## config.mk

```make
export PLATFORM = sky130hd
export DESIGN_NAME = video_binarize_linebuf
export DESIGN_NICKNAME = d
export VERILOG_FILES = /design/src/rtl/video_binarize_linebuf.sv
export SDC_FILE = /design/constraint.sdc
export NUM_CORES = 1
export LEC_CHECK = 0
export CELL_PAD_IN_SITES_DETAIL_PLACEMENT = 0
export CELL_PAD_IN_SITES_GLOBAL_PLACEMENT = 1
export CORE_MARGIN = 3
export CORE_UTILIZATION = 30
export CTS_BUF_LIST = sky130_fd_sc_hd__clkbuf_8 sky130_fd_sc_hd__clkbuf_16
export DETAILED_ROUTE_END_ITERATION = 8
export PLACE_DENSITY = 0.6
export SLEW_MARGIN = 15
export SYNTH_ARGS = -nofsm -noshare
export SYNTH_HDL_FRONTEND = slang
export SYNTH_SLANG_ARGS = --single-unit
```

## constraint.sdc

```tcl
create_clock -name video_clk -period 38.4 [get_ports video_clk]
set_input_delay 5.76 -clock video_clk [delete_from_list [all_inputs] [get_ports video_clk]]
set_output_delay 5.76 -clock video_clk [all_outputs]
set_load 0.005 [all_outputs]
```

## src/rtl/video_binarize_linebuf.sv

```systemverilog
// Crops a we x he window out of the grey pixel stream, thresholds it to 1-bit,
// and emits each completed row alongside the previous row and its row index.
//
// state   | meaning
// WAIT_VS | idle after reset, waiting for the first frame sync rising edge
// FRAME   | counting source pixels/rows, capturing window pixels
// DONE    | last window row emitted, ignoring pixels until next frame sync
module video_binarize_linebuf #(
  parameter int DATA_WIDTH = 8,
  parameter int we         = 180,
  parameter int he         = 240,
  parameter int X_START    = 0,
  parameter int Y_START    = 0,
  parameter int THRESH     = 128
) (
  input  logic                  video_clk,
  input  logic                  rst,
  input  logic                  vs_in,
  input  logic                  de_in,
  input  logic [DATA_WIDTH-1:0] pix_in,
  output logic [we-1:0]         line1,
  output logic [we-1:0]         line2,
  output logic [DATA_WIDTH-1:0] h,
  output logic                  line_clk,
  output logic                  frame_done,
  output logic                  line_err
);

  typedef enum logic [1:0] {WAIT_VS, FRAME, DONE} state_t;

  localparam int CW = (we > 1) ? $clog2(we) : 1;
  localparam logic [10:0] X_LO    = 11'(X_START);
  localparam logic [10:0] Y_LO    = 11'(Y_START);
  localparam logic [10:0] X_W     = 11'(we);
  localparam logic [10:0] Y_H     = 11'(he);
  localparam logic [10:0] X_END   = 11'(X_START + we);
  localparam logic [10:0] CNT_MAX = 11'h7ff;
  localparam logic [DATA_WIDTH-1:0] TH     = DATA_WIDTH'(THRESH);
  localparam logic [DATA_WIDTH-1:0] H_LAST = DATA_WIDTH'(he - 1);

  state_t state, state_nx;
  logic vs_d, de_d;
  logic [10:0] x_cnt, y_cnt, x_off, y_off;
  logic [we-1:0] row_buf, row_full;
  logic [CW-1:0] col;
  logic [DATA_WIDTH-1:0] row_h;
  logic vs_rise, de_fall, in_rows, in_cols, capture, emit, trunc, last_row;

  always_comb begin
    vs_rise  = vs_in & ~vs_d;
    de_fall  = de_d & ~de_in;
    // offsets wrap to large values left of / above the window, so one compare suffices
    x_off    = x_cnt - X_LO;
    y_off    = y_cnt - Y_LO;
    in_rows  = (y_off < Y_H);
    in_cols  = (x_off < X_W);
    capture  = (state == FRAME) && de_in && in_rows && in_cols;
    emit     = capture && (x_off == X_W - 11'd1);
    last_row = (y_off == Y_H - 11'd1);
    trunc    = (state == FRAME) && !vs_rise && de_fall && in_rows && (x_cnt < X_END);
    col      = CW'(x_off);
    row_h    = DATA_WIDTH'(y_off);
    row_full = row_buf;
    if (capture) row_full[col] = (pix_in >= TH);
  end

  always_comb begin
    state_nx = state;
    if (vs_rise)
      state_nx = FRAME;
    else if (emit && last_row)
      state_nx = DONE;
  end

  always_ff @(posedge video_clk or posedge rst) begin
    if (rst) begin
      state   <= WAIT_VS;
      vs_d    <= 1'b0;
      de_d    <= 1'b0;
      x_cnt   <= '0;
      y_cnt   <= '0;
      row_buf <= '1;
    end else begin
      state <= state_nx;
      vs_d  <= vs_in;
      de_d  <= de_in;
      if (vs_rise) begin
        x_cnt   <= '0;
        y_cnt   <= '0;
        row_buf <= '1;
      end else if (state == FRAME) begin
        if (de_in && x_cnt != CNT_MAX) x_cnt <= x_cnt + 11'd1;
        if (capture) row_buf <= row_full;
        if (de_fall) begin
          x_cnt   <= '0;
          row_buf <= '1;
          if (y_cnt != CNT_MAX) y_cnt <= y_cnt + 11'd1;
        end
      end
    end
  end

  always_ff @(posedge video_clk or posedge rst) begin
    if (rst) begin
      line1      <= '1;
      line2      <= '1;
      h          <= '0;
      line_clk   <= 1'b0;
      frame_done <= 1'b0;
      line_err   <= 1'b0;
    end else begin
      line_clk   <= emit;
      line_err   <= trunc;
      frame_done <= line_clk && (h == H_LAST);
      if (emit) begin
        line1 <= row_full;
        // row 0 must not inherit the previous frame's last row
        line2 <= (y_off == 11'd0) ? '1 : line1;
        h     <= row_h;
      end
    end
  end

endmodule

```

==> flow_summary_export.csv <==
group,metric,value,unit
power_and_ir_drop,pwr_density_cell,42.8,nW/um2
timing,finalSetupTns,0,ns
job,max_cap_violations,0,
timing,worst_pin_slew,1.12,ns
power_and_ir_drop,max-vdd-ir-drop,0.0000316,V
clock_network,cts_root_buffer,"sky130_fd_sc_hd__clkbuf_16",
place,numPortBuffers,375,
floorplanning,die_y,295,um
clock_network,cts.hold.buffers_added,0,
floorplanning,core_area,82500,um2
critical_path,worstPathArrival,9.67,ns
power_and_ir_drop,p_int,1.01,mW
detailed_routing,final_antenna_net_count,0,
timing,max_slew_vio_count,0,
detailed_routing,detail_route.drc_violations,0,
global_route,largest_net_degree_at_the_start_of_global_routing,184,
floorplanning,rows,105,
synth,yosys_warnings,0,
clock_network,cts_setup_buffers,0,
power_and_ir_drop,clk_network_pwr_share,47.8,%
critical_path,path_type_of_the_worst_setup_path,"primary input to flop",
synth,syn-cell-area,25100,um2
timing,layout_worst_path_cycle_share,23.8,%
synth,synth_fp_nets,2520,
timing,report.final.setup_viol,0,
power_and_ir_drop,p_switching,347,uW
clock_network,clock_network_latency_to_the_later_pin_of_the_worst_skew_pair,0.60,ns
floorplanning,io_pins,383,
clock_network,clk_pin_slew_worst_paths,0.06,ns
place,dp_hpwl,50600,um
floorplanning,initial_core_util,30.4,%
power_and_ir_drop,power.share.switching,25.5,%
clock_network,tritoncts,"yes",
timing,final_critical_path_setup_slack,29.26,ns
outcome,outcome,"finished clean",
synth,ys_types,51,
power_and_ir_drop,totalPowerFinal,1.36,mW
critical_path,crit_fanout,80,
detailed_routing,drt_pre_antenna_iters,5,
floorplanning,die_area,87200,um2
global_route,grt_pass1_vias,19200,
clock_network,cts_max_level,3,
synth,synth_top_cells_by_area,"sky130_fd_sc_hd__dfstp_2 (56%), sky130_fd_sc_hd__nand2_1 (9.5%), sky130_fd_sc_hd__nor3_2 (6.7%)",
final_layout,finalCoreUtilization,38.5,%
clock_network,clock_sink_count,576,
detailed_routing,detail_route.iter0.violations,1221,
critical_path,crit_path_end_kind,"flop",
synth,yosysTopAreaCell,"sky130_fd_sc_hd__dfstp_2",
clock_network,cts_resized,0,
final_layout,relative_area_change_from_synthesis_to_final_layout,26.7,%
final_layout,num-nets-final,2803,
synth,synth_enable_flop_cells,0,
power_and_ir_drop,p_leak,12.5,nW
timing,slew_headroom,25.0,%
timing,grt_setup_unrepaired,"no",
synth,postSynth.topFlopCell,"sky130_fd_sc_hd__dfstp_2",
critical_path,critPathLaunchType,"primary input",
synth,post-synth-top-area-fraction,56.4,%
timing,layout_min_cycle_time,9.14,ns
critical_path,timing.critical_path.required,38.94,ns
place,detailed_place.area,29500,um2
final_layout,layout-drive-gt1-share,30.2,%
clock_network,cts-buffers-inserted,69,
timing,maximum_achievable_frequency,109,MHz
global_route,grt_first_pass_wirelength,121000,um
synth,synthesized_netlist_cell_count,2502,
global_route,grt_antenna_before_repair,0,
floorplanning,die_w,295,um
power_and_ir_drop,power.sequential.fraction,45.2,%
timing,final_hold_viol_count,0,
worst_hold_path,hold_path.class,"flop to flop",
detailed_routing,drt-wirelength-per-cell,20.4,um
place,pre_cts_ws,28.49,ns
synth,synth_seq_cells,576,
place,globalplace.congestion,0.809,
synth,synth_async_sr_flop_share,100,%
timing,clock_skews,0.0183,ns
final_layout,n_antenna_cell,0,
clock_network,clockBufferDepth,3,
global_route,grt-ovfl-total,0,
final_layout,design_area,31800,um2
detailed_routing,drt_wl_total,79600,um
final_layout,fillers,8151,
global_route,globalRouteTotalUtil,17.9,%
detailed_routing,viasPerCell,4.91,
power_and_ir_drop,comb_power_share,7.0,%
synth,avg_inst_size_synth,10.0,um2
detailed_routing,vias,19200,
synth,yosysSeqAreaShare,60.1,%
[routing by layer]
| layer | vias to the layer above | wire, um | track usage, % |
|---|---|---|---|
| li1 | 8989 | - | - |
| met1 | 9572 | 37100 | 25.4 |
| met2 | 510 | 36800 | 28.1 |
| met3 | 99 | 4020 | 3.43 |
| met4 | 0 | 1690 | 4.49 |
| met5 | - | 0 | 0 |
[state kept, by name, indices dropped and copies added, names as in the netlist]
signal / cells
line2: 180
row_buf: 179
x_cnt: 11
frame_done: 1
y_cnt: 11
line_err: 1
line_clk: 1
vs_d: 1
de_d: 1
line1: 180
h: 8
state: 2
[cell usage in the layout (no fill, tap or decap), types with 13 or more instances in the layout]
cell type / n
sky130_fd_sc_hd__and2_1: 13
sky130_fd_sc_hd__buf_4: 23
sky130_fd_sc_hd__clkbuf_16: 72
sky130_fd_sc_hd__clkbuf_8: 16
sky130_fd_sc_hd__clkdlybuf4s50_1: 375
sky130_fd_sc_hd__dfrtp_1: 37
sky130_fd_sc_hd__dfstp_2: 539
sky130_fd_sc_hd__inv_1: 27
sky130_fd_sc_hd__nand2_1: 634
sky130_fd_sc_hd__nand3_1: 67
sky130_fd_sc_hd__nor2_1: 388
sky130_fd_sc_hd__nor3_1: 21
sky130_fd_sc_hd__nor3_2: 168
sky130_fd_sc_hd__o211ai_1: 46
sky130_fd_sc_hd__o21ai_0: 154
sky130_fd_sc_hd__o21ai_1: 31
sky130_fd_sc_hd__o311ai_0: 87
sky130_fd_sc_hd__o311ai_1: 16
[path summary, 6_finish.rpt]
check	from	to	slack, ns	cells after the start
worst max register to register	x_cnt[0]	line1[137]	34.21	7
worst min register to register	row_buf[99]	line1[99]	0.44	2
max in group asynchronous	rst	row_buf[15]	29.44	5
worst max-delay path	de_in	line1[137]	29.26	8
min in group asynchronous	rst	line2[130]	6.24	2
worst min-delay path	row_buf[99]	line1[99]	0.44	2
[through the flow]
stage,hold slack [ns],std cells
final,0.439,3906
after global routing,0.466,3906
after CTS,0.451,3906
after detailed placement,0.444,3784
after global placement,0.445,3784
after floorplan,0.437,2502
[cell type report]
class	count	area [um2]	share of cell area [%]
Tap cell	1070	1340	4.21
Clock inverter	34	254	0.799
Timing Repair Buffer	402	4000	12.6
Sequential cell	576	15100	47.5
Inverter	11	48.8	0.153
Clock buffer	88	2020	6.36
Multi-Input combinational cell	1725	9040	28.4
[power by group through the flow]
stage | Clock, mW | Combinational [mW] | Sequential [mW]
floorplan | 0 | 0.0711 | 0.621
global placement | 0 | 0.0962 | 0.623
detailed placement | 0 | 0.0975 | 0.624
CTS | 0.674 | 0.0975 | 0.615
global route | 0.698 | 0.104 | 0.615
finish | 0.650 | 0.0958 | 0.615
[worst max-delay path: stages]
cell                              delay [ns]
sky130_fd_sc_hd__clkdlybuf4s50_1        0.54
sky130_fd_sc_hd__nor3b_2                0.22
sky130_fd_sc_hd__nand4_1                0.17
sky130_fd_sc_hd__or4_4                  0.74
sky130_fd_sc_hd__buf_4                  0.86
sky130_fd_sc_hd__buf_4                  0.97
sky130_fd_sc_hd__nand2_1                0.13
sky130_fd_sc_hd__nand2_1                0.10
[synthesized netlist by cell type (11+ instances only)]
| cell type | number |
|---|---|
| sky130_fd_sc_hd__and2_1 | 13 |
| sky130_fd_sc_hd__buf_1 | 17 |
| sky130_fd_sc_hd__buf_2 | 85 |
| sky130_fd_sc_hd__buf_6 | 22 |
| sky130_fd_sc_hd__clkbuf_1 | 65 |
| sky130_fd_sc_hd__dfrtp_1 | 37 |
| sky130_fd_sc_hd__dfstp_2 | 539 |
| sky130_fd_sc_hd__inv_1 | 11 |
| sky130_fd_sc_hd__nand2_1 | 635 |
| sky130_fd_sc_hd__nand3_1 | 69 |
| sky130_fd_sc_hd__nor2_1 | 388 |
| sky130_fd_sc_hd__nor3_1 | 21 |
| sky130_fd_sc_hd__nor3_2 | 168 |
| sky130_fd_sc_hd__o211ai_1 | 46 |
| sky130_fd_sc_hd__o21ai_0 | 154 |
| sky130_fd_sc_hd__o21ai_1 | 31 |
| sky130_fd_sc_hd__o311ai_0 | 87 |
| sky130_fd_sc_hd__o311ai_1 | 16 |
[logic make-up after synthesis]
family,after synthesis,share of synthesized area [%]
flip-flops,576,60.1
buffers and inverters,201,4.09
multiplexers,6,0.239
AO/OA/AOI/OAI,358,9.29
adder cells (fa/ha/maj),6,0.299
XOR/XNOR,9,0.314
AND/OR/NAND/NOR,1346,25.6
(Power assumes the default switching activity.)
